`src/rtl/mmio_uart.sv`:
```
// mmio_uart: memory-mapped UART on the CPU RAM port.
// Registers (addr_i[3:2]): 0 TXDATA, 1 STATUS, 2 DIV, 3 RXDATA.
// Transmit bytes are buffered in a FIFO and sent as 8N1 frames.
// Define MMIO_UART_RX_EN to build the receive path. Without it, rx_i is
// ignored and the RX status bits and RXDATA read as zero.
module mmio_uart #(
  parameter logic [31:0] BASE_ADDR  = 32'hFFFF_0000,
  parameter logic [15:0] CLK_DIV    = 16'd434,
  parameter int          FIFO_DEPTH = 8
) (
  input  logic        clk,
  input  logic        reset,
  input  logic        we_i,
  input  logic [31:0] addr_i,
  input  logic [31:0] data_i,
  output logic [31:0] data_o,
  output logic        sel_o,
  output logic        tx_o,
  input  logic        rx_i
);

  localparam int PW = (FIFO_DEPTH > 1) ? $clog2(FIFO_DEPTH) : 1;
  localparam int CW = PW + 1;
  localparam logic [CW-1:0] DEPTH_C = CW'(FIFO_DEPTH);

  typedef enum logic [1:0] {
    TX_IDLE,
    TX_START,
    TX_DATA,
    TX_STOP
  } txState_t;

  // Register decode
  logic w_wr;
  logic w_wrTx;
  logic w_wrStatus;
  logic w_wrDiv;
  logic w_wrRx;

  assign sel_o      = (addr_i[31:4] == BASE_ADDR[31:4]);
  assign w_wr       = we_i & sel_o;
  assign w_wrTx     = w_wr & (addr_i[3:2] == 2'd0);
  assign w_wrStatus = w_wr & (addr_i[3:2] == 2'd1);
  assign w_wrDiv    = w_wr & (addr_i[3:2] == 2'd2);
  assign w_wrRx     = w_wr & (addr_i[3:2] == 2'd3);

  // Low address bits and the upper write-data bits have no meaning here
  logic w_unusedBits;
  assign w_unusedBits = ^{addr_i[1:0], data_i[31:16]};

  // TX FIFO storage and bookkeeping
  logic [7:0]    r_mem [FIFO_DEPTH];
  logic [PW-1:0] r_wrPtr;
  logic [PW-1:0] r_rdPtr;
  logic [CW-1:0] r_count;
  logic          w_fifoFull;
  logic          w_fifoEmpty;
  logic          w_push;
  logic          w_drop;
  logic          w_pop;
  logic [7:0]    w_head;

  assign w_fifoFull  = (r_count == DEPTH_C);
  assign w_fifoEmpty = (r_count == '0);
  assign w_push      = w_wrTx & ~w_fifoFull;
  assign w_drop      = w_wrTx & w_fifoFull;
  assign w_head      = r_mem[r_rdPtr];

  // FIFO data array; contents are only meaningful between the pointers
  always_ff @(posedge clk) begin
    if (w_push) r_mem[r_wrPtr] <= data_i[7:0];
  end

  // FIFO pointers and occupancy; a simultaneous push and pop leaves count alone
  always_ff @(posedge clk or posedge reset) begin
    if (reset) begin
      r_wrPtr <= '0;
      r_rdPtr <= '0;
      r_count <= '0;
    end else begin
      if (w_push) r_wrPtr <= r_wrPtr + PW'(1);
      if (w_pop)  r_rdPtr <= r_rdPtr + PW'(1);
      case ({w_push, w_pop})
        2'b10:   r_count <= r_count + CW'(1);
        2'b01:   r_count <= r_count - CW'(1);
        default: r_count <= r_count;
      endcase
    end
  end

  // Divisor register and the sticky transmit-drop flag
  logic [15:0] r_div;
  logic        r_txDrop;

  always_ff @(posedge clk or posedge reset) begin
    if (reset) begin
      r_div    <= CLK_DIV;
      r_txDrop <= 1'b0;
    end else begin
      if (w_wrDiv) r_div <= (data_i[15:0] == 16'd0) ? 16'd1 : data_i[15:0];
      if (w_drop)          r_txDrop <= 1'b1;
      else if (w_wrStatus) r_txDrop <= 1'b0;
    end
  end

  // Transmitter state
  txState_t    r_txState;
  txState_t    w_txStateNext;
  logic [15:0] r_txTimer;
  logic [15:0] w_txTimerNext;
  logic [2:0]  r_txBitIdx;
  logic [2:0]  w_txBitIdxNext;
  logic [7:0]  r_txShift;
  logic [7:0]  w_txShiftNext;
  logic        w_txTimerDone;

  assign w_txTimerDone = (r_txTimer == 16'd0);

  // Transmitter registers; reset returns the line to idle immediately
  always_ff @(posedge clk or posedge reset) begin
    if (reset) begin
      r_txState  <= TX_IDLE;
      r_txTimer  <= 16'd0;
      r_txBitIdx <= 3'd0;
      r_txShift  <= 8'd0;
    end else begin
      r_txState  <= w_txStateNext;
      r_txTimer  <= w_txTimerNext;
      r_txBitIdx <= w_txBitIdxNext;
      r_txShift  <= w_txShiftNext;
    end
  end

  // Transmitter sequencing: each bit reloads the timer from DIV and runs to 0
  always_comb begin
    w_txStateNext  = r_txState;
    w_txTimerNext  = r_txTimer;
    w_txBitIdxNext = r_txBitIdx;
    w_txShiftNext  = r_txShift;
    w_pop          = 1'b0;
    case (r_txState)
      TX_IDLE: begin
        if (!w_fifoEmpty) begin
          w_pop         = 1'b1;
          w_txStateNext = TX_START;
          w_txTimerNext = r_div;
          w_txShiftNext = w_head;
        end
      end
      TX_START: begin
        if (w_txTimerDone) begin
          w_txStateNext  = TX_DATA;
          w_txTimerNext  = r_div;
          w_txBitIdxNext = 3'd0;
        end else begin
          w_txTimerNext = r_txTimer - 16'd1;
        end
      end
      TX_DATA: begin
        if (w_txTimerDone) begin
          w_txTimerNext = r_div;
          w_txShiftNext = {1'b0, r_txShift[7:1]};
          if (r_txBitIdx == 3'd7) begin
            w_txStateNext = TX_STOP;
          end else begin
            w_txBitIdxNext = r_txBitIdx + 3'd1;
          end
        end else begin
          w_txTimerNext = r_txTimer - 16'd1;
        end
      end
      TX_STOP: begin
        if (w_txTimerDone) begin
          if (!w_fifoEmpty) begin
            w_pop         = 1'b1;
            w_txStateNext = TX_START;
            w_txTimerNext = r_div;
            w_txShiftNext = w_head;
          end else begin
            w_txStateNext = TX_IDLE;
          end
        end else begin
          w_txTimerNext = r_txTimer - 16'd1;
        end
      end
      default: w_txStateNext = TX_IDLE;
    endcase
  end

  // Serial line level follows the current frame position
  always_comb begin
    case (r_txState)
      TX_START: tx_o = 1'b0;
      TX_DATA:  tx_o = r_txShift[0];
      default:  tx_o = 1'b1;
    endcase
  end

  // Receive path results seen by the register file
  logic       w_rxValid;
  logic       w_rxOverrun;
  logic       w_rxFrameErr;
  logic [7:0] w_rxByte;

`ifdef MMIO_UART_RX_EN
  typedef enum logic [2:0] {
    RX_IDLE,
    RX_START,
    RX_DATA,
    RX_STOP,
    RX_DONE
  } rxState_t;

  logic        r_rxSync1;
  logic        r_rxSync2;
  logic        r_rxPrev;
  rxState_t    r_rxState;
  rxState_t    w_rxStateNext;
  logic [15:0] r_rxTimer;
  logic [15:0] w_rxTimerNext;
  logic [2:0]  r_rxBitIdx;
  logic [2:0]  w_rxBitIdxNext;
  logic [7:0]  r_rxShift;
  logic [7:0]  w_rxShiftNext;
  logic        r_rxStopBit;
  logic        w_rxStopBitNext;
  logic        w_rxLoad;
  logic        w_rxOverrunSet;
  logic        w_rxFrameErrSet;
  logic [7:0]  r_rxByte;
  logic        r_rxValid;
  logic        r_rxOverrun;
  logic        r_rxFrameErr;
  logic        w_rxFall;
  logic [15:0] w_rxHalfBit;
  logic [15:0] w_rxHalfWait;

  assign w_rxFall     = r_rxPrev & ~r_rxSync2;
  assign w_rxHalfBit  = {1'b0, r_div[15:1]} + {15'd0, r_div[0]};
  assign w_rxHalfWait = (w_rxHalfBit == 16'd0) ? 16'd0 : w_rxHalfBit - 16'd1;

  // Two-flop synchroniser plus a delayed copy for falling-edge detection
  always_ff @(posedge clk or posedge reset) begin
    if (reset) begin
      r_rxSync1 <= 1'b1;
      r_rxSync2 <= 1'b1;
      r_rxPrev  <= 1'b1;
    end else begin
      r_rxSync1 <= rx_i;
      r_rxSync2 <= r_rxSync1;
      r_rxPrev  <= r_rxSync2;
    end
  end

  // Receiver registers
  always_ff @(posedge clk or posedge reset) begin
    if (reset) begin
      r_rxState   <= RX_IDLE;
      r_rxTimer   <= 16'd0;
      r_rxBitIdx  <= 3'd0;
      r_rxShift   <= 8'd0;
      r_rxStopBit <= 1'b1;
    end else begin
      r_rxState   <= w_rxStateNext;
      r_rxTimer   <= w_rxTimerNext;
      r_rxBitIdx  <= w_rxBitIdxNext;
      r_rxShift   <= w_rxShiftNext;
      r_rxStopBit <= w_rxStopBitNext;
    end
  end

  // Receiver sequencing: half-bit wait to the start-bit centre, then full bits
  always_comb begin
    w_rxStateNext   = r_rxState;
    w_rxTimerNext   = r_rxTimer;
    w_rxBitIdxNext  = r_rxBitIdx;
    w_rxShiftNext   = r_rxShift;
    w_rxStopBitNext = r_rxStopBit;
    w_rxLoad        = 1'b0;
    w_rxOverrunSet  = 1'b0;
    w_rxFrameErrSet = 1'b0;
    case (r_rxState)
      RX_IDLE: begin
        if (w_rxFall) begin
          w_rxStateNext = RX_START;
          w_rxTimerNext = w_rxHalfWait;
        end
      end
      RX_START: begin
        if (r_rxTimer == 16'd0) begin
          if (!r_rxSync2) begin
            w_rxStateNext  = RX_DATA;
            w_rxTimerNext  = r_div;
            w_rxBitIdxNext = 3'd0;
          end else begin
            w_rxStateNext = RX_IDLE;
          end
        end else begin
          w_rxTimerNext = r_rxTimer - 16'd1;
        end
      end
      RX_DATA: begin
        if (r_rxTimer == 16'd0) begin
          w_rxShiftNext = {r_rxSync2, r_rxShift[7:1]};
          w_rxTimerNext = r_div;
          if (r_rxBitIdx == 3'd7) begin
            w_rxStateNext = RX_STOP;
          end else begin
            w_rxBitIdxNext = r_rxBitIdx + 3'd1;
          end
        end else begin
          w_rxTimerNext = r_rxTimer - 16'd1;
        end
      end
      RX_STOP: begin
        if (r_rxTimer == 16'd0) begin
          w_rxStopBitNext = r_rxSync2;
          w_rxStateNext   = RX_DONE;
        end else begin
          w_rxTimerNext = r_rxTimer - 16'd1;
        end
      end
      RX_DONE: begin
        w_rxStateNext = RX_IDLE;
        if (!r_rxStopBit)   w_rxFrameErrSet = 1'b1;
        else if (r_rxValid) w_rxOverrunSet  = 1'b1;
        else                w_rxLoad        = 1'b1;
      end
      default: w_rxStateNext = RX_IDLE;
    endcase
  end

  // Received byte and flags; new events win over a same-cycle clear
  always_ff @(posedge clk or posedge reset) begin
    if (reset) begin
      r_rxByte     <= 8'd0;
      r_rxValid    <= 1'b0;
      r_rxOverrun  <= 1'b0;
      r_rxFrameErr <= 1'b0;
    end else begin
      if (w_rxLoad) begin
        r_rxByte  <= r_rxShift;
        r_rxValid <= 1'b1;
      end else if (w_wrRx) begin
        r_rxValid <= 1'b0;
      end
      if (w_rxOverrunSet)  r_rxOverrun <= 1'b1;
      else if (w_wrStatus) r_rxOverrun <= 1'b0;
      if (w_rxFrameErrSet) r_rxFrameErr <= 1'b1;
      else if (w_wrStatus) r_rxFrameErr <= 1'b0;
    end
  end

  assign w_rxValid    = r_rxValid;
  assign w_rxOverrun  = r_rxOverrun;
  assign w_rxFrameErr = r_rxFrameErr;
  assign w_rxByte     = r_rxByte;
`else
  logic w_unusedRx;
  assign w_unusedRx   = rx_i ^ w_wrRx;
  assign w_rxValid    = 1'b0;
  assign w_rxOverrun  = 1'b0;
  assign w_rxFrameErr = 1'b0;
  assign w_rxByte     = 8'd0;
`endif

  // Status word assembly with the FIFO count saturated to 8 bits
  logic [31:0] w_count32;
  logic [7:0]  w_countSat;
  logic [31:0] w_status;
  logic [31:0] w_rdData;

  assign w_count32  = 32'(r_count);
  assign w_countSat = (w_count32 > 32'd255) ? 8'hFF : w_count32[7:0];
  assign w_status   = {16'd0, w_countSat, 1'b0, w_rxFrameErr, r_txDrop,
                       w_rxOverrun, w_rxValid, (r_txState != TX_IDLE),
                       w_fifoEmpty, w_fifoFull};

  // Side-effect-free read mux; zero whenever the window is not addressed
  always_comb begin
    w_rdData = 32'd0;
    if (sel_o) begin
      case (addr_i[3:2])
        2'd1:    w_rdData = w_status;
        2'd2:    w_rdData = {16'd0, r_div};
        2'd3:    w_rdData = {23'd0, w_rxValid, w_rxByte};
        default: w_rdData = 32'd0;
      endcase
    end
  end

  assign data_o = w_rdData;

endmodule

```
`config.mk`:
```
export PLATFORM = sky130hd
export DESIGN_NAME = mmio_uart
export DESIGN_NICKNAME = d
export VERILOG_FILES = /design/src/rtl/mmio_uart.sv
export SDC_FILE = /design/constraint.sdc
export NUM_CORES = 1
export LEC_CHECK = 0
export ABC_AREA = 1
export ABC_CLOCK_PERIOD_IN_PS = 2440
export BUFFER_PORTS_ARGS = -buffer_cell sky130_fd_sc_hd__buf_2
export CAP_MARGIN = 20
export CORE_MARGIN = 1
export CORE_UTILIZATION = 45
export DETAILED_ROUTE_END_ITERATION = 10
export PLACE_DENSITY = 0.78
export SYNTH_ARGS = -nofsm -noshare
export SYNTH_HDL_FRONTEND = slang
export SYNTH_SLANG_ARGS = --single-unit
```
`constraint.sdc`:
```
create_clock -name clk -period 2.44 [get_ports clk]
set_input_delay 0.61 -clock clk [delete_from_list [all_inputs] [get_ports clk]]
set_output_delay 0.61 -clock clk [all_outputs]
set_load 0.02 [all_outputs]
```
Word level (Yosys, flattened, before mapping)

Memories as Yosys holds them, arrays and structs flattened.
Cells that the tools add are included.

Register bits: 56
Bits in writable memories: 64
Input port bits: 68
Output and inout bits: 34
Word-level logic and storage cells: 86
Memories kept: 1

Memories:

| memory | words | bits a word | rd ports | clocked after memory_dff | write ports | RTL line | source |
|---|---|---|---|---|---|---|---|
| r_mem  | 8     | 8           | 1        | 0                        | 1           | 52       | `logic [7:0] r_mem [FIFO_DEPTH];` |

Add/sub/neg operators: 6
Order comparisons: 1
Eq/ne operators: 16
Multiplexer cells: 32
Bitwise logic cells: 7
Reductions and logical operators: 14

Operators by type and width:

| kind                  | count |
|---|---|
| $mux 16               | 5 |
| $pmux 16 s3           | 1 |
| $logic_not 16->1      | 2 |
| $mux 8                | 4 |
| $pmux 16 s2           | 1 |
| $eq 28x28->1 const B  | 1 |
| $pmux 8 s3            | 1 |
| $sub 16x1->16 const B | 1 |
| $ne 2x2->1 const B    | 6 |
| $mux 2                | 5 |
| $add 3x1->3 const B   | 3 |
| $mux 3                | 3 |
| $eq 2x2->1 const B    | 4 |
| $gt 4x8->1 const B    | 1 |
| $pmux 2 s4            | 1 |
| $pmux 4 s2            | 1 |
| $reduce_bool 2->1     | 4 |
| $mux 1                | 7 |
| $and 1x1->1           | 6 |
| $eq 2x1->1 const B    | 3 |
| $pmux 3 s2            | 1 |
| $reduce_and 5->1      | 1 |
| $add 4x1->4 const B   | 1 |
| $eq 4x4->1 const B    | 1 |
| other kinds (10)      | 12 |

Depth between registers and ports, before layout

Gate-level depths: netlist of run 1.

Depth after elaboration: 6
Gate-level depth with buffers: 16
Mapped depth without buffers: 16

Least setup slack after synthesis of run 1

No wires, ideal clock.

Path kind: input port to flip-flop
Start: input addr_i[11]
End: register r_count[3]
Library setup time: 0.125 ns
Data arrival time: 2.609 ns
Required time: 2.315 ns
Path slack: -0.294 ns
Stages on the path: 12
Buffers on the path: 0
Cell sequence: nor2_1 nand2_1 nor2_1 nand2_1 nor2_4 nand4_2 ha_1 ha_1 a21oi_1 o21ai_0 xor2_1 mux2_2

Word-level cells in the longest chain between the ends: 6
Elaborated cells on any way between the ends: 8
Classes of those cells: eq/ne (3); mux (1); bitwise (3); reduce/logical (1)

RTL lines:

| what                                                   | RTL line | source |
|---|---|---|
| start, declared                                        | 14       | `input logic [31:0] addr_i,` |
| $eq 28x28->1 *                                         | 40       | `assign sel_o = (addr_i[31:4] == BASE_ADDR[31:4]);` |
| net sel_o                                              | 17       | `output logic sel_o,` |
| $and 1x1->1 *                                          | 41       | `assign w_wr = we_i & sel_o;` |
| $and 1x1->1 *                                          | 42       | `assign w_wrTx = w_wr & (addr_i[3:2] == 2'd0);` |
| $and 1x1->1 *                                          | 65       | `assign w_push = w_wrTx & ~w_fifoFull;` |
| $eq 2x1->1 / $eq 2x2->1 (equally long branches)        | 83       | `case ({w_push, w_pop})` |
| $pmux 4 s2 / $reduce_bool 2->1 (equally long branches) | n/a      |  |
| end signal, assigned                                   | 84       | `2'b10: r_count <= r_count + CW'(1);` |
| end signal, assigned                                   | 85       | `2'b01: r_count <= r_count - CW'(1);` |
| end signal, assigned                                   | 86       | `default: r_count <= r_count;` |
| end, declared                                          | 55       | `logic [CW-1:0] r_count;` |

The timed path passes the listed nets; every way through them passes the cells marked *.
A chain may end at the register's enable or synchronous reset.

Worst setup path in the final report of run 1

Start: register r_txTimer[4]
End: register r_count[3]

Word-level cells in the longest chain between the ends: 5
Elaborated cells on any way between the ends: 7
Classes of those cells: eq/ne (2); mux (3); reduce/logical (2)

RTL lines:

| what                                                   | RTL line | source |
|---|---|---|
| start, declared                                        | 109      | `logic [15:0] r_txTimer;` |
| start signal, assigned                                 | 128      | `r_txTimer <= w_txTimerNext;` |
| $logic_not 16->1 *                                     | 117      | `assign w_txTimerDone = (r_txTimer == 16'd0);` |
| $mux 1 *                                               | 173      | `if (w_txTimerDone) begin` |
| $pmux 1 s2 *                                           | 141      | `case (r_txState)` |
| net w_pop                                              | 60       | `logic w_pop;` |
| $eq 2x1->1 / $eq 2x2->1 (equally long branches)        | 83       |  |
| $pmux 4 s2 / $reduce_bool 2->1 (equally long branches) | n/a      |  |

Marked as above.

==> reports/metrics.yaml, run 1 <==
status:
  status: "complete, but fails checks"
  violations: "design-rule violations"
setup_path:
  worst_ep_required_time_ns: 2.73
  cp-start-kind: "register"
  crit_path_cell_trace: "nor2_2 -> nand2_2 -> nor2_8 -> nand2_4 -> clkinv_2 -> nand3_2 -> nand2_2 -> nand2_2 -> inv_2 -> ha_4 -> ha_4 -> a21oi_2 -> o21ai_2 -> xor2_1 -> mux2_2"
  arrival_ns: 2.67
  worstSetupPathType: "register to register"
  worstSetupEndpointType: "register"
  crit_top_cell: "nand2_2"
  slowest_delay_ns: 0.44
  cp_max_fo: 4
  slowest_stage: "dfrtp_1"
timing:
  timing.final.max_slew_violations: 0
  setup_viol: 0
  relSlewSlack_pct: 60.4
  setup_ws_ns: 0.0630
  fmax_mhz: 421
  min_period_ns: 2.38
  period_share_pct: 97.4
  finClkSkew_ns: 0.0122
  hold_viol_final: 0
  tightestPinTransition_ns: 0.594
placement:
  place_ws_ns: -0.185
  portBuffers: 66
  place.gp.congestion: 0.874
  dp.cells: 1123
  place_hpwl_um: 11500
synthesis:
  synth_fa_ha_area_share_pct: 3.21
  syn_area_um2: 6860
  synthSimpleGateAreaFrac_pct: 33.7
  synth_area_leader_cell: "edfxtp_1"
  yosys_warnings: 0
  synth_top_area_share_pct: 28.0
  synth.most_common_cell: "nand2_1"
  synth_compound_area_share_pct: 5.20
  ys_seq_area_share_pct: 48.5
  ys_seq_elements: 120
  synth_cells: 853
  synth_cell_types: 45
  synthTopCellsByArea: "edfxtp_1, dfrtp_1, nand2_1, nand3_1, inv_1"
  synth_commonest_cells: "nand2_1, nand3_1, inv_1"
  muxShareOfSynthArea_pct: 0.164
  synth_flop_cell: "edfxtp_1"
  synth_top_family_by_area: "simple AND/OR/NAND/NOR gates"
  async_flop_share_pct: 46.7
  synth-edff-count: 64
  synthXorXnorAreaFrac_pct: 1.02
  synth_area_per_cell_um2: 8.05
cells_and_area:
  diodes: 0
  fillers: 1260
  drive_gt1_share_pct: 21.6
  stdcell_count: 1161
  utilization_pct: 56.8
  nets: 1049
  area_growth_pct: 21.7
route:
  finalWirelength_um: 17300
  final_antenna_net_count: 0
  drt_iter0_markers: 553
  routed_via_density: 5.33
  drc: 4
  num_vias: 6185
  wl_per_cell_um: 14.9
  first_pass_iters: 9
floorplan:
  core.rowCount: 44
  start_util_pct: 46.7
  dieArea_um2: 15800
  core_area_um2: 14700
  die_x_um: 126
  io_pins: 102
  die_h_um: 126
power_and_ir_drop:
  comb_power_share_pct: 4.3
  p_int_mw: 3.89
  vdd_drop_max_mv: 0.314
  power.density_nw_per_um2: 591
  leakagePower_nw: 4.13
  p_seq_share_pct: 44.9
  swShare_pct: 21.2
  power_frac_clock_pct: 50.8
  power.switching_mw: 1.04
clock_tree:
  cts-root-buf: "clkbuf_16"
  cts_buffers: 17
  clk_latency_ns: 0.42
  cts_hold_buffers: 0
  clock-sinks: 120
  path_clk_slew_ns: 0.06
  htreeDepth: 4
  cts.path.max_buffers: 2
  cts_tree: "built"
min_path:
  hold_path_class: "input port to async pin"
grt:
  antenna_found_initial: 0
  grt-ovfl-total: 0
  grt.busiest_layer: "met2"
  met1_usage_pct: 29.8
  use_met2_pct: 37.6
  grt_pass1_vias: 5784
  grt_max_degree: 36
  grt_pass1_wl_um: 28200
  gr-usage-met3_pct: 4.75
  groute.usage.overall_pct: 22.8
run:
  cap_violations: 0
per-layer routing:
metal  vias up  part of all wire (%)
met1      2845                    42
met5         -                     0
met3        39                   8.2
met2       305                    48
li1       2996                     -
met4         0                   2.0
cell type report:
| cell class | count | area (um2) | share of cell area [%] |
|---|---|---|---|
| sequential | 120 | 3330 | 39.9 |
| multi-input combinational | 626 | 3140 | 37.6 |
| timing repair buffer | 124 | 782 | 9.36 |
| clock buffer | 24 | 462 | 5.53 |
| inverter | 75 | 285 | 3.41 |
| tap | 184 | 230 | 2.76 |
| clock inverter | 8 | 124 | 1.48 |
worst paths after layout:
| check | start | endpoint | slack (ns) | cells past startpoint |
|---|---|---|---|---|
| max | r_txTimer[4]$_DFF_PP0_ | r_count[3]$_DFFE_PP0P_ | 0.06 | 15 |
| min | reset | r_txBitIdx[2]$_DFFE_PP0P_ | 0.26 | 3 |
| max reg2reg | r_txTimer[4]$_DFF_PP0_ | r_count[3]$_DFFE_PP0P_ | 0.06 | 15 |
| min reg2reg | r_div[15]$_DFFE_PP0P_ | r_div[15]$_DFFE_PP0P_ | 0.49 | 2 |
| max in group asynchronous | reset | r_div[5]$_DFFE_PP1P_ | 1.77 | 3 |
| min in group clk | data_i[8] | r_div[8]$_DFFE_PP1P_ | 0.42 | 3 |
power groups by stage:
stage               sequential [mW]  clock, mW  combinational [mW]
detailed placement             2.25          0               0.214
floorplan                      2.25          0               0.143
finish                         2.22       2.51               0.214
CTS                            2.22       2.52               0.214
global placement               2.25          0               0.206
global route                   2.22       2.62               0.246
registers in the layout (all words and copies together) (netlist names):
signal,cells
r_count,4
r_div,16
r_mem,64
r_rdPtr,3
r_txBitIdx,3
r_txDrop,1
r_txShift,8
r_txState,2
r_txTimer,16
r_wrPtr,3
timing repair:
item / in CTS / in global routing
gates resized for setup: 5 / 23
setup buffers: 0 / 6
setup endpoints to repair: 6 / 18
pin swaps: 1 / 7
per-stage QoR:
| step | power, mW | cell area [um2] | setup TNS [ns] | hold slack [ns] |
|---|---|---|---|---|
| finish | 4.94 | 8360 | 0 | 0.260 |
| global route | 5.09 | 8360 | -0.118 | 0.298 |
| CTS | 4.95 | 8240 | 0 | 0.266 |
| detailed placement | 2.47 | 7640 | -0.321 | 0.472 |
| global placement | 2.46 | 7640 | -0.129 | 0.461 |
| floorplan | 2.39 | 6960 | -0.0768 | 0.442 |
cells by family after synthesis:
kind of cell,Yosys count
AOI/OAI and AO/OA,66
xor gates and xnor gates,8
adders and majority gates,17
buffers and inverters,122
DFF,120
muxes,1
other,1
and+or+nand+nor,518
cell usage in the layout (no fill, tap or decap), types with 3 or more instances in the layout:
cell type  instances
conb_1            16
nor2_8             3
nand2_1          286
nor2_1            56
clkbuf_16         17
or2_2              3
nand4_1           23
dfstp_2            5
nor2_2             9
nand2_2           10
clkbuf_1           6
nand3_1          104
o21ai_0           15
nor3_1             5
buf_4             62
dfrtp_1           50
clkinv_2           3
bufinv_16          3
inv_1             66
a21oi_1           13
a31oi_1            7
ha_4               3
o21ai_1           21
buf_2             61
inv_2              6
edfxtp_1          64
xor2_1             7
a21oi_2            3
or2_1              3
nor2_4             6
ha_1              13
critical path: cells and delay by family, from the launching register on:
kind | cells | cell delay (ns)
flip-flops | 1 | 0.44
multiplexers | 1 | 0.26
buffers and inverters | 2 | 0.13
XOR/XNOR | 1 | 0.15
AND/OR/NAND/NOR | 7 | 0.70
adder cells (fa/ha/maj) | 2 | 0.35
AO/OA/AOI/OAI | 2 | 0.24
Power figures use the tool's default switching activity.
==> inputs of run 2 (changes only) <==
Settings changed: MAX_ROUTING_LAYER set to met4.
==> run 2 against run 1 <==
- the flow still finishes with violations (design-rule violations)
- via count about the same
- largest power group unchanged
- global-route usage up 0.69 points
- die area unchanged
- non-clock buffer count unchanged
- combinational power about the same
- clock power about the same
- sequential power about the same
- final area unchanged
- routed wire length about the same
==> reports/metrics.yaml, run 2 (synthesis gave the netlist of run 1 again) <==
clock_tree:
  clock-sinks: 120  # unchanged
  cts_tree: "built"  # unchanged
  clk_latency_ns: 0.42  # about the same
  htreeDepth: 4  # unchanged
  path_clk_slew_ns: 0.06  # about the same
  cts.path.max_buffers: 2  # unchanged
  cts_buffers: 17  # unchanged
  cts-root-buf: "clkbuf_16"  # unchanged
floorplan:
  core_area_um2: 14700  # unchanged
  die_h_um: 126  # unchanged
  io_pins: 102  # unchanged
  start_util_pct: 46.7  # unchanged
  die_x_um: 126  # unchanged
  core.rowCount: 44  # unchanged
  dieArea_um2: 15800  # unchanged
cells_and_area:
  reg_top3: "r_mem (64), r_div (16), r_txTimer (16)"  # unchanged
  post-route-cell-area_um2: 8360  # unchanged
  diodes: 0  # unchanged
  final_common_cell: "nand2_1"  # unchanged
  regMostFlops: "r_mem"  # unchanged
  drive_gt1_share_pct: 21.6  # unchanged
  nets: 1049  # unchanged
  utilization_pct: 56.8  # unchanged
  stdcell_count: 1161  # unchanged
  layout_common_cells: "nand2_1, nand3_1, inv_1, edfxtp_1, buf_4"  # unchanged
  area_growth_pct: 21.7  # unchanged
  largest_register_ffs: 64  # unchanged
setup_path:
  cp_max_fo: 4  # unchanged
  worstSetupEndpointType: "register"  # unchanged
  crit_top_cell: "nand2_2"  # unchanged
  slowest_stage: "dfrtp_1"  # unchanged
  cp-start-kind: "register"  # unchanged
  cp_top_family: "simple AND/OR/NAND/NOR gates"  # unchanged
  arrival_ns: 2.69  # was 2.67 ns
  cp_num_buf_inv: 2  # unchanged
  slowest_delay_ns: 0.44  # about the same
  worstSetupPathType: "register to register"  # unchanged
  crit_path_cell_trace: "nor2_2 -> nand2_2 -> nor2_8 -> nand2_4 -> clkinv_2 -> nand3_2 -> nand2_2 -> nand2_2 -> inv_2 -> ha_4 -> ha_4 -> a21oi_2 -> o21ai_2 -> xor2_1 -> mux2_2"  # unchanged
  worst_ep_required_time_ns: 2.74  # was 2.73 ns
timing:
  timing.final.max_slew_violations: 0  # unchanged
  tightestPinTransition_ns: 0.582  # was 0.594 ns
  finClkSkew_ns: 0.0114  # was 0.0122 ns
  setup_viol: 0  # unchanged
  setup_ws_ns: 0.0487  # was 0.0630 ns
  fmax_mhz: 418  # was 421 MHz
  tns_ns: 0  # unchanged
  hold_viol_final: 0  # unchanged
  min_period_ns: 2.39  # was 2.38 ns
  timing.hold.ws_ns: 0.254  # was 0.260 ns
  relSlewSlack_pct: 61.2  # was 60.4%
  period_share_pct: 98.0  # was 97.4%
route:
  first_pass_iters: 8  # was 9
  met2WireLength_um: 8340  # was 8310 um
  wl_met1_um: 7300  # was 7190 um
  final_antenna_net_count: 0  # unchanged
  finalWirelength_um: 17200  # was 17,300 um
  wl_per_cell_um: 14.9  # about the same
  drc: 4  # unchanged
  num_vias: 6190  # was 6,185
  topRoutingLayerUsed: "met4"  # unchanged
  drt_iter0_markers: 568  # was 553
  routed_via_density: 5.33  # about the same
  wl_met3_um: 1250  # was 1410 um
placement:
  portBuffers: 66  # unchanged
  place_hpwl_um: 11500  # unchanged
  dpl-instance-area_um2: 7640  # unchanged
  place_ws_ns: -0.185  # unchanged
  place.gp.congestion: 0.888  # was 0.874
  dp.cells: 1123  # unchanged
power_and_ir_drop:
  vdd_drop_max_mv: 0.318  # was 0.314 mV
  leakagePower_nw: 4.13  # unchanged
  power.density_nw_per_um2: 591  # about the same
  p_total_mw: 4.94  # about the same
grt:
  grt_max_degree: 36  # unchanged
  grt_pass1_vias: 5788  # was 5,784
  antenna_found_initial: 0  # unchanged
  groute.usage.overall_pct: 23.5  # was 22.8%
  grt-ovfl-total: 0  # unchanged
  grt_pass1_wl_um: 28200  # about the same
run:
  cap_violations: 0  # unchanged
status:
  status: "complete, but fails checks"  # unchanged
  violations: "design-rule violations"  # unchanged
min_path:
  hold_path_class: "input port to async pin"  # unchanged
==> run 2: final cells by class <==
cell class	count	area [um2]
well taps	184	230
fillers	1260	6340
multi-input cells	626	3140
repair buffers	124	782
clock buffers	24	462
flip-flops and latches	120	3330
inverters	75	285
clock inverters	8	124
==> run 2: what timing repair did <==
item,in CTS,in global routing
hold buffers,0,0
buffers inserted,0,6
pin swaps,1,7
resized for setup,5,23
endpoints found under the setup margin,6,18
cloned,0,0
==> run 2: routing by layer <==
metal  global-route usage, %  up-vias
met5                       -        -
met4                    8.46        0
met3                    4.45       35
met2                    37.6      289
met1                    29.7     2870
li1                        -     2996
==> run 2: worst paths after layout <==
check                                             from                         to  slack, ns  cells after the start
worst max-delay path            r_txTimer[4]$_DFF_PP0_     r_count[3]$_DFFE_PP0P_       0.05                     15
worst min-delay path                             reset  r_txBitIdx[2]$_DFFE_PP0P_       0.25                      3
worst max register to register  r_txTimer[4]$_DFF_PP0_     r_count[3]$_DFFE_PP0P_       0.05                     15
worst min register to register   r_div[15]$_DFFE_PP0P_      r_div[15]$_DFFE_PP0P_       0.49                      2
max in group asynchronous                        reset       r_div[5]$_DFFE_PP1P_       1.78                      3
min in group clk                             data_i[8]       r_div[8]$_DFFE_PP1P_       0.42                      3
==> run 2: power by group <==
| group | internal (mW) | switching (mW) | total, mW |
|---|---|---|---|
| combinational | 0.0756 | 0.139 | 0.215 |
| clock | 1.63 | 0.876 | 2.51 |
| sequential | 2.19 | 0.0294 | 2.22 |
==> run 2: worst min-delay path: stages <==
cell	delay, ns
buf_2	0.10
inv_2	0.05
buf_4	0.31
==> inputs of run 3 (changes only) <==
Settings changed: CELL_PAD_IN_SITES_DETAIL_PLACEMENT set to 0, CELL_PAD_IN_SITES_GLOBAL_PLACEMENT set to 1, CORE_MARGIN 1 to 2, CORE_UTILIZATION 45 to 39, PLACE_DENSITY 0.78 to 0.85.
==> run 3 against run 2 <==
- final area is 2.8% higher
- final cell count is 3.8% higher
- routed wire length fell by 0.68%
- the run now ends clean
- critical path depth is 9 lower
- first-iteration DRC count decreased by 22%
==> reports/metrics.yaml, run 3 (synthesis gave the netlist of run 1 again) <==
setup_path:
  worstSetupEndpointType: "primary output"  # was register
  cp-start-kind: "register"  # unchanged
  slowest_stage: "dfrtp_1"  # unchanged
  worst_ep_required_time_ns: 1.83  # was 2.74 ns
  rrSetupSlack_ns: 0.14  # was 0.05 ns
  slowest_delay_ns: 0.47  # was 0.44 ns
  reg2reg_to: "r_count[3]$_DFFE_PP0P_"  # unchanged
  reg2regPathDepth: 16  # was 15
  rr_startpoint: "r_txTimer[1]$_DFF_PP0_"  # was r_txTimer[4]$_DFF_PP0_
  cp_max_fo: 5  # was 4
  crit_path_cell_trace: "nor2_4 -> nand3_2 -> inv_1 -> nand2_1 -> a21oi_4 -> buf_6"  # was nor2_2 -> nand2_2 -> nor2_8 -> nand2_4 -> clkinv_2 -> nand3_2 -> nand2_2 -> nand2_2 -> inv_2 -> ha_4 -> ha_4 -> a21oi_2 -> o21ai_2 -> xor2_1 -> mux2_2
  arrival_ns: 1.77  # was 2.69 ns
  worstSetupPathType: "register to primary output"  # was register to register
floorplan:
  core_area_um2: 17200  # was 14,700 um2
  die_x_um: 137  # was 126 um
  io_pins: 102  # unchanged
  start_util_pct: 39.8  # was 46.7%
  dieArea_um2: 18700  # was 15,800 um2
  core.rowCount: 48  # was 44
  die_h_um: 137  # was 126 um
clock_tree:
  clk_latency_ns: 0.42  # about the same
  htreeDepth: 4  # unchanged
  cts-root-buf: "clkbuf_16"  # unchanged
  path_clk_slew_ns: 0.06  # about the same
  cts_tree: "built"  # unchanged
  cts_hold_buffers: 0  # unchanged
  cts_buffers: 17  # unchanged
  clock-sinks: 120  # unchanged
  cts.path.max_buffers: 2  # unchanged
cells_and_area:
  utilization_pct: 49.8  # was 56.8%
  layout_common_cells: "nand2_1, nand3_1, inv_1, buf_4, edfxtp_1"  # was nand2_1, nand3_1, inv_1, edfxtp_1, buf_4
  stdcell_count: 1205  # was 1,161
  reg_top3: "r_mem (64), r_div (16), r_txTimer (16)"  # unchanged
  area_growth_pct: 25.1  # was 21.7%
  largest_register_ffs: 64  # unchanged
  regMostFlops: "r_mem"  # unchanged
  final_common_cell: "nand2_1"  # unchanged
  nets: 1052  # was 1,049
  diodes: 0  # unchanged
  drive_gt1_share_pct: 23.7  # was 21.6%
power_and_ir_drop:
  vdd_drop_max_mv: 0.537  # was 0.318 mV
  comb_power_share_pct: 4.6  # was 4.3%
  power.switching_mw: 1.12  # was 1.05 mW
  power.density_nw_per_um2: 569  # was 591 nW/um2
  power_frac_clock_pct: 50.2  # was 50.7%
  p_total_mw: 4.89  # was 4.94 mW
  swShare_pct: 22.8  # was 21.2%
  leakagePower_nw: 4.16  # was 4.13 nW
  p_int_mw: 3.77  # was 3.89 mW
  p_seq_share_pct: 45.3  # was 44.9%
route:
  num_vias: 5936  # was 6,190
  finalWirelength_um: 17100  # was 17,200 um
  drt_iter0_markers: 442  # was 568
  wl_per_cell_um: 14.2  # was 14.9 um
  routed_via_density: 4.93  # was 5.33
  drc: 0  # was 4
  first_pass_iters: 7  # was 8
  final_antenna_net_count: 0  # unchanged
grt:
  gr-usage-met3_pct: 3.85  # was 4.45%
  grt-ovfl-total: 0  # unchanged
  groute.usage.overall_pct: 19.8  # was 23.5%
  met1_usage_pct: 26.5  # was 29.7%
  grt.busiest_layer: "met2"  # unchanged
  grt_pass1_vias: 5491  # was 5,788
  use_met2_pct: 30.9  # was 37.6%
  grt_pass1_wl_um: 27700  # was 28,200 um
  antenna_found_initial: 0  # unchanged
  grt_max_degree: 57  # was 36
timing:
  timing.final.max_slew_violations: 0  # unchanged
  tightestPinTransition_ns: 0.609  # was 0.582 ns
  min_period_ns: 2.38  # was 2.39 ns
  fmax_mhz: 420  # was 418 MHz
  finClkSkew_ns: 0.0111  # was 0.0114 ns
  setup_viol: 0  # unchanged
  timing.hold.ws_ns: 0.252  # was 0.254 ns
  setup_ws_ns: 0.0573  # was 0.0487 ns
  rsz0062_at_grt: "yes"
  relSlewSlack_pct: 59.4  # was 61.2%
  hold_viol_final: 0  # unchanged
  period_share_pct: 97.7  # was 98.0%
min_path:
  hold_path_class: "input port to async pin"  # unchanged
run:
  cap_violations: 0  # unchanged
placement:
  place.gp.congestion: 0.866  # was 0.888
  place_ws_ns: -0.198  # was -0.185 ns
  place_hpwl_um: 11700  # was 11,500 um
  portBuffers: 66  # unchanged
  dp.cells: 1169  # was 1,123
status:
  status: "complete, no violations"  # was complete, but fails checks
==> run 3: changes by cell type in the layout (fill, tap and decap cells not counted), sizes merged <==
cell,previous run,this run
buf,124,127
clkinv,5,6
clkinvlp,2,4
inv,73,77
clkbuf,24,18
bufinv,3,2
==> run 3: worst max-delay path by stage <==
| stage | start | end | cells past startpoint |
|---|---|---|---|
| detailed placement | addr_i[5] | data_o[13] | 10 |
| CTS | addr_i[5] | data_o[5] | 10 |
| floorplan | addr_i[7] | r_count[3]$_DFFE_PP0P_ | 12 |
| global placement | addr_i[5] | data_o[13] | 10 |
| finish | r_count[0]$_DFFE_PP0P_ | data_o[0] | 6 |
| global route | r_txState[1]$_DFFE_PP0P_ | data_o[2] | 6 |
==> run 3: final cells by class <==
class | count | area, um2
flip-flops and latches | 120 | 3330
fillers | 1629 | 8650
clock buffers | 18 | 429
multi-input cells | 626 | 3250
well taps | 225 | 282
clock inverters | 14 | 148
repair buffers | 127 | 863
inverters | 75 | 285
==> run 3: power by group through the flow <==
stage / Combinational, mW / Sequential (mW) / Clock, mW
2_1_floorplan: 0.143 / 2.25 / 0
3_5_place_dp: 0.218 / 2.25 / 0
5_1_grt: 0.252 / 2.22 / 2.56
3_3_place_gp: 0.212 / 2.25 / 0
4_1_cts: 0.219 / 2.21 / 2.48
6_report: 0.223 / 2.21 / 2.45
==> run 3: layer usage <==
layer	routed length, um	share of wire, %	vias up
li1	-	-	3004
met1	8110	47	2746
met2	8050	47	173
met3	798	4.7	13
met4	166	0.97	0
met5	0	0	-
==> run 3: critical path, delay by kind of cell, from the launching register on <==
| family | cells | cell delay [ns] |
|---|---|---|
| buffers and inverters | 2 | 0.25 |
| AOI/OAI and AO/OA | 1 | 0.18 |
| and+or+nand+nor | 3 | 0.47 |
| DFF | 1 | 0.47 |
==> run 3: per-stage QoR <==
stage,instance area [um2],TNS (ns)
after CTS,8350,0
after global placement,7740,-2.07
after detailed placement,7740,-2.08
after floorplan,6960,-0.0768
after global routing,8590,-0.0404
final,8590,0
==> run 3: timing repair <==
| action | in CTS | in global routing |
|---|---|---|
| setup buffers | 1 | 3 |
| gates cloned | 0 | 0 |
| pin swaps | 1 | 5 |
| setup endpoints to repair | 16 | 18 |
| resized for setup | 7 | 59 |
| endpoints found under the hold margin | 0 | 0 |
